**config.mk**
```make
export PLATFORM = sky130hd
export DESIGN_NAME = bch_syndrome_gen
export DESIGN_NICKNAME = d
export VERILOG_FILES = /design/src/rtl/bch_syndrome_gen.sv
export SDC_FILE = /design/constraint.sdc
export NUM_CORES = 1
export LEC_CHECK = 0
export ABC_AREA = 1
export BUFFER_PORTS_ARGS = -buffer_cell sky130_fd_sc_hd__buf_2
export CAP_MARGIN = 20
export CORE_MARGIN = 10
export CORE_UTILIZATION = 30
export DETAILED_ROUTE_END_ITERATION = 8
export PLACE_DENSITY = 0.4
export SETUP_SLACK_MARGIN = 0.4
export SLEW_MARGIN = 5
export SYNTH_ARGS = -nofsm -noshare
export SYNTH_HDL_FRONTEND = slang
export SYNTH_SLANG_ARGS = --single-unit
```
**constraint.sdc**
```tcl
create_clock -name clk -period 3.33 [get_ports clk]
set_clock_uncertainty 0.2 [all_clocks]
set_input_delay 0.1665 -clock clk [delete_from_list [all_inputs] [get_ports clk]]
set_output_delay 0.1665 -clock clk [all_outputs]
set_load 0.005 [all_outputs]
```
**src/rtl/bch_syndrome_gen.sv**
```systemverilog
`default_nettype none
// bch_syndrome_gen: serial syndrome generator for BCH(15,5), t=3, over GF(2^4), x^4+x+1.
// Evaluates S1..S6 of a serially received word and streams them in exponent form. Rev 1.0
module bch_syndrome_gen (
  input  logic       clk,
  input  logic       rst_n,
  input  logic       in_valid,
  input  logic       in_bit,
  output logic       out_valid,
  output logic [3:0] out_syndrome
);

  typedef enum logic [1:0] {
    ST_IDLE = 2'd0,
    ST_ACC  = 2'd1,
    ST_OUT  = 2'd2
  } state_t;

  localparam int         NSYN     = 6;
  localparam logic [3:0] LAST_BIT = 4'd14;
  localparam logic [2:0] LAST_K   = 3'd5;

  state_t     state_q, state_d;
  logic [3:0] acc_q [NSYN];
  logic [3:0] acc_d [NSYN];
  logic [3:0] cnt_q, cnt_d;
  logic [2:0] k_q, k_d;
  logic [2:0] k_next;
  logic       out_valid_q, out_valid_d;
  logic [3:0] out_syn_q, out_syn_d;

  // Multiply by alpha: shift left, fold x^4 back as x+1.
  function automatic logic [3:0] mul_alpha(input logic [3:0] x);
    return {x[2:0], 1'b0} ^ {2'b00, x[3], x[3]};
  endfunction

  function automatic logic [3:0] mul_alpha_pow(input logic [3:0] x, input int n);
    logic [3:0] r;
    r = x;
    for (int i = 0; i < NSYN; i++) begin
      if (i < n) r = mul_alpha(r);
    end
    return r;
  endfunction

  // Integer form to exponent form; the zero element maps to 15.
  function automatic logic [3:0] gf_log(input logic [3:0] x);
    logic [3:0] e;
    case (x)
      4'd1:    e = 4'd0;
      4'd2:    e = 4'd1;
      4'd4:    e = 4'd2;
      4'd8:    e = 4'd3;
      4'd3:    e = 4'd4;
      4'd6:    e = 4'd5;
      4'd12:   e = 4'd6;
      4'd11:   e = 4'd7;
      4'd5:    e = 4'd8;
      4'd10:   e = 4'd9;
      4'd7:    e = 4'd10;
      4'd14:   e = 4'd11;
      4'd15:   e = 4'd12;
      4'd13:   e = 4'd13;
      4'd9:    e = 4'd14;
      default: e = 4'd15;
    endcase
    return e;
  endfunction

  always_comb begin
    state_d     = state_q;
    acc_d       = acc_q;
    cnt_d       = cnt_q;
    k_d         = k_q;
    k_next      = k_q + 3'd1;
    out_valid_d = 1'b0;
    out_syn_d   = 4'd0;

    case (state_q)
      ST_IDLE: begin
        if (in_valid) begin
          for (int j = 0; j < NSYN; j++) acc_d[j] = {3'b000, in_bit};
          cnt_d   = 4'd1;
          state_d = ST_ACC;
        end
      end

      ST_ACC: begin
        if (!in_valid) begin
          for (int j = 0; j < NSYN; j++) acc_d[j] = 4'd0;
          cnt_d   = 4'd0;
          state_d = ST_IDLE;
        end else begin
          for (int j = 0; j < NSYN; j++)
            acc_d[j] = mul_alpha_pow(acc_q[j], j + 1) ^ {3'b000, in_bit};
          if (cnt_q == LAST_BIT) begin
            // S1 is registered on the same edge that absorbs the last bit.
            cnt_d       = 4'd0;
            k_d         = 3'd0;
            out_valid_d = 1'b1;
            out_syn_d   = gf_log(acc_d[0]);
            state_d     = ST_OUT;
          end else begin
            cnt_d = cnt_q + 4'd1;
          end
        end
      end

      ST_OUT: begin
        if (k_q == LAST_K) begin
          for (int j = 0; j < NSYN; j++) acc_d[j] = 4'd0;
          k_d     = 3'd0;
          state_d = ST_IDLE;
        end else begin
          k_d         = k_next;
          out_valid_d = 1'b1;
          out_syn_d   = gf_log(acc_q[k_next]);
        end
      end

      default: begin
        for (int j = 0; j < NSYN; j++) acc_d[j] = 4'd0;
        cnt_d   = 4'd0;
        k_d     = 3'd0;
        state_d = ST_IDLE;
      end
    endcase
  end

  always_ff @(posedge clk or negedge rst_n) begin
    if (!rst_n) begin
      state_q     <= ST_IDLE;
      for (int j = 0; j < NSYN; j++) acc_q[j] <= 4'd0;
      cnt_q       <= 4'd0;
      k_q         <= 3'd0;
      out_valid_q <= 1'b0;
      out_syn_q   <= 4'd0;
    end else begin
      state_q     <= state_d;
      for (int j = 0; j < NSYN; j++) acc_q[j] <= acc_d[j];
      cnt_q       <= cnt_d;
      k_q         <= k_d;
      out_valid_q <= out_valid_d;
      out_syn_q   <= out_syn_d;
    end
  end

  assign out_valid    = out_valid_q;
  assign out_syndrome = out_syn_q;

endmodule
`default_nettype wire

```
==> impl_metrics.py <==
metrics = {
    "run_status": {
        "outcome": "complete, no violations",
    },
    "timing": {
        "drv_slew": 0,
        "period_share_pct": 75.3,
        "hold_violations": 0,
        "fmax_mhz": 399,
        "rsz0062_at_grt": "false",
        "finalCriticalPeriod_ns": 2.51,
        "layout_setup_ws_ns": 0.823,
        "setup_tns_ns": 0,
        "worst_pin_slew_ns": 0.929,
        "setup_viol": 0,
        "relSlewSlack_pct": 38.0,
    },
    "floorplan": {
        "die_area_mm2": 0.0130,
        "coreArea_mm2": 0.00864,
        "die_width_um": 114,
        "start_util_pct": 30.6,
        "row_count": 34,
        "ios": 9,
        "die_height_um": 114,
    },
    "synthesis": {
        "netlist_instances": 343,
        "synth_edf_count": 0,
        "postSynthAreaPerCell_um2": 7.72,
        "synth-compound-area-share_pct": 17.2,
        "synth-adder-area-share_pct": 6.62,
        "seq_area_frac_synth_pct": 35.9,
        "ys_warn_count": 0,
        "yosys.area.top_type_share_pct": 35.9,
        "synthTopCellsByArea": "dfrtp_1, nand2_1, inv_1, ha_1, o21ai_0",
        "yosys.area_share.simple_pct": 25.2,
        "synth_top_family_by_area": "simple AND/OR/NAND/NOR gates",
        "synth_nets": 361,
        "ys_seq_elements": 38,
        "synth_xor_area_share_pct": 3.97,
        "yosysTopAreaCell": "dfrtp_1",
        "synthTopCellsByCount": "nand2_1, inv_1, dfrtp_1",
        "synth_ff_type": "dfrtp_1",
        "syn_area_mm2": 0.00265,
        "ys_types": 33,
        "muxShareOfSynthArea_pct": 0,
        "synth.most_common_cell": "nand2_1",
        "synthArstFlopShare_pct": 100,
    },
    "critical_path": {
        "rr_startpoint": "k_q[1]",
        "r2r_end": "out_syndrome[2]",
        "cp-start-kind": "register",
        "worst_setup_path_end_kind": "register",
        "crit_fanout": 9,
        "required_ns": 3.35,
        "slowest_stage": "ha_1",
        "path_cells": "inv_1 > ha_1 > inv_2 > o21ai_0 > a21oi_1 > o21ai_0 > o21a_1 > ha_1 > nand3_1 > nand2_1 > nand2_1 > nand3_1 > a21oi_1",
        "ff2ff_path_depth": 13,
        "r2r_slack_ns": 0.82,
        "critPathMaxStageDelay_ns": 0.47,
        "worstSetupPathType": "reg -> reg",
        "cp.arrival_ns": 2.53,
    },
    "final_layout": {
        "drive_above_1_share_pct": 17.0,
        "design_area_mm2": 0.00285,
        "antennaDiodeCount": 0,
        "nNetsFinal": 370,
        "num-fill-cells": 939,
        "syn2layout_area_growth_pct": 7.66,
    },
    "clock_network": {
        "cts_buffers": 5,
        "h-tree-depth": 2,
        "post_cts_resized": 0,
        "cts_tree": "built",
        "root_buffer": "clkbuf_8",
        "numClockSinks": 38,
        "clkSlewWorstSetupHoldPaths_ns": 0.08,
        "cts_max_path_buffers": 2,
        "clk_latency_ns": 0.29,
    },
    "grt": {
        "grt_pass1_vias": 2150,
        "antenna_found_initial": 0,
        "grt_max_degree": 39,
        "gr-total-overflow": 0,
        "grtUsageTotal_pct": 10.3,
        "grt_first_pass_wirelength_um": 10800,
    },
    "worst_hold_path": {
        "hold_depth": 3,
        "min_from": "in_bit",
        "holdPathEnd": "acc_q[12]",
        "hp-class": "in -> reg",
    },
    "place": {
        "hpwl_um": 4860,
        "port_buffers": 8,
        "dp_slack_ns": 0.840,
        "place_area_mm2": 0.00276,
        "gp_congestion": 0.780,
    },
    "routing": {
        "num_vias": 2228,
        "drt_iter0_drc": 100,
        "first_pass_iters": 4,
        "drt-wirelength-per-cell_um": 14.3,
        "antenna_left": 0,
        "routed_wl_um": 6570,
        "post-route-drc-count": 0,
        "via_per_inst": 4.84,
    },
    "pwr": {
        "power-per-cell-area_mw_per_mm2": 655,
        "vdd_ir_drop_max_mv": 0.204,
        "swShare_pct": 45.4,
        "pwr-share-comb_pct": 44.8,
        "seqPwrFrac_pct": 38.2,
        "clock_power_share_pct": 17.0,
        "p_leak_uw": 0.00137,
        "internal_power_uw": 1020,
        "p_sw_uw": 846,
    },
    "flow_run": {
        "cap_violations": 0,
    },
}
[power groups by stage]
stage	logic [uW]	clock network, uW	registers, uW
2_1_floorplan	668	0	679
3_3_place_gp	844	0	722
3_5_place_dp	835	0	722
4_1_cts	840	330	714
5_1_grt	959	348	736
6_report	835	317	712
[placed cells by master, fill, tap and decap left out]
| master | instances |
|---|---|
| and2_1 | 1 |
| dlygate4sd3_1 | 1 |
| a21o_1 | 1 |
| xnor2_1 | 5 |
| dfrtp_1 | 38 |
| nor3_1 | 1 |
| ha_1 | 14 |
| a31oi_1 | 3 |
| clkinvlp_4 | 1 |
| nand2_2 | 18 |
| clkbuf_8 | 5 |
| a21oi_1 | 17 |
| xor2_1 | 7 |
| a21oi_2 | 2 |
| nor2_1 | 17 |
| nand3_2 | 4 |
| inv_2 | 5 |
| nand3_1 | 29 |
| o32ai_1 | 1 |
| o21ai_0 | 32 |
| buf_2 | 8 |
| clkinv_2 | 1 |
| o22ai_1 | 7 |
| o21ai_2 | 4 |
| inv_6 | 1 |
| nand2_1 | 56 |
| nand3b_1 | 1 |
| clkbuf_1 | 1 |
| o21ai_1 | 2 |
| nor2_2 | 5 |
| nand2_4 | 4 |
| o21a_1 | 1 |
| buf_4 | 2 |
| o211ai_1 | 8 |
| inv_1 | 49 |
[per-stage QoR]
| stage | instances | power [uW] | hold WS, ns | util (%) |
|---|---|---|---|---|
| floorplan | 343 | 1350 | -0.329 | - |
| CTS | 460 | 1880 | 0.0948 | 33.0 |
| detailed placement | 452 | 1560 | 0.170 | 31.9 |
| global route | 460 | 2040 | 0.130 | 33.0 |
| global placement | 452 | 1570 | 0.167 | 31.9 |
| finish | 460 | 1860 | 0.0965 | 33.0 |
[cell families (layout without fill, tap and decap cells)]
group	Yosys count	after routing
compound gates	78	78
simple gates	136	136
xor+xnor	12	12
buf+inv	65	74
flops	38	38
fa+ha+maj	14	14
[cell type report]
type / count / area [um2] / share of cell area, %
Clock buffer: 6 / 72.6 / 2.55
Inverter: 56 / 216 / 7.60
Timing Repair Buffer: 11 / 65.1 / 2.28
Sequential cell: 38 / 951 / 33.4
Clock inverter: 1 / 7.51 / 0.264
Tap cell: 108 / 135 / 4.74
Multi-Input combinational cell: 240 / 1400 / 49.2
[routing by layer]
metal | vias to the layer above | global-route usage [%] | part of all wire (%)
li1 | 1136 | - | -
met4 | 0 | 2.76 | 0.90
met1 | 1035 | 14.1 | 49
met5 | - | 0 | 0
met3 | 5 | 2.10 | 5.1
met2 | 52 | 16.1 | 45
[worst max-delay path, delay by kind of cell (launching register included)]
kind            cells  cell delay (ns)
fa+ha+maj           2             0.75
compound gates      5             0.65
flops               1             0.36
simple gates        4             0.31
buf+inv             2             0.18
[how the worst max path moves through the flow]
stage / endpoint / slack (ns) / startpoint / depth (start not counted)
final: out_syndrome[2] / 0.82 / k_q[1] / 13
after global routing: out_syndrome[0] / 0.55 / k_q[1] / 15
after CTS: out_syndrome[2] / 0.82 / k_q[0] / 12
after detailed placement: out_syndrome[2] / 0.84 / k_q[1] / 13
after global placement: out_syndrome[2] / 0.89 / k_q[0] / 12
after floorplan: out_syndrome[2] / 1.09 / k_q[0] / 13
[sequential cells by signal, summed over array words and instances, names as in the netlist]
signal        cells
acc_q            24
cnt_q             4
k_q               3
out_syndrome      4
out_valid         1
state_q           2
[timing repair]
item / CTS / global route
buffers inserted: 0 / 0
endpoints found under the hold margin: 38 / 0
hold buffers: 1 / 0
Power figures use the tool's default switching activity.
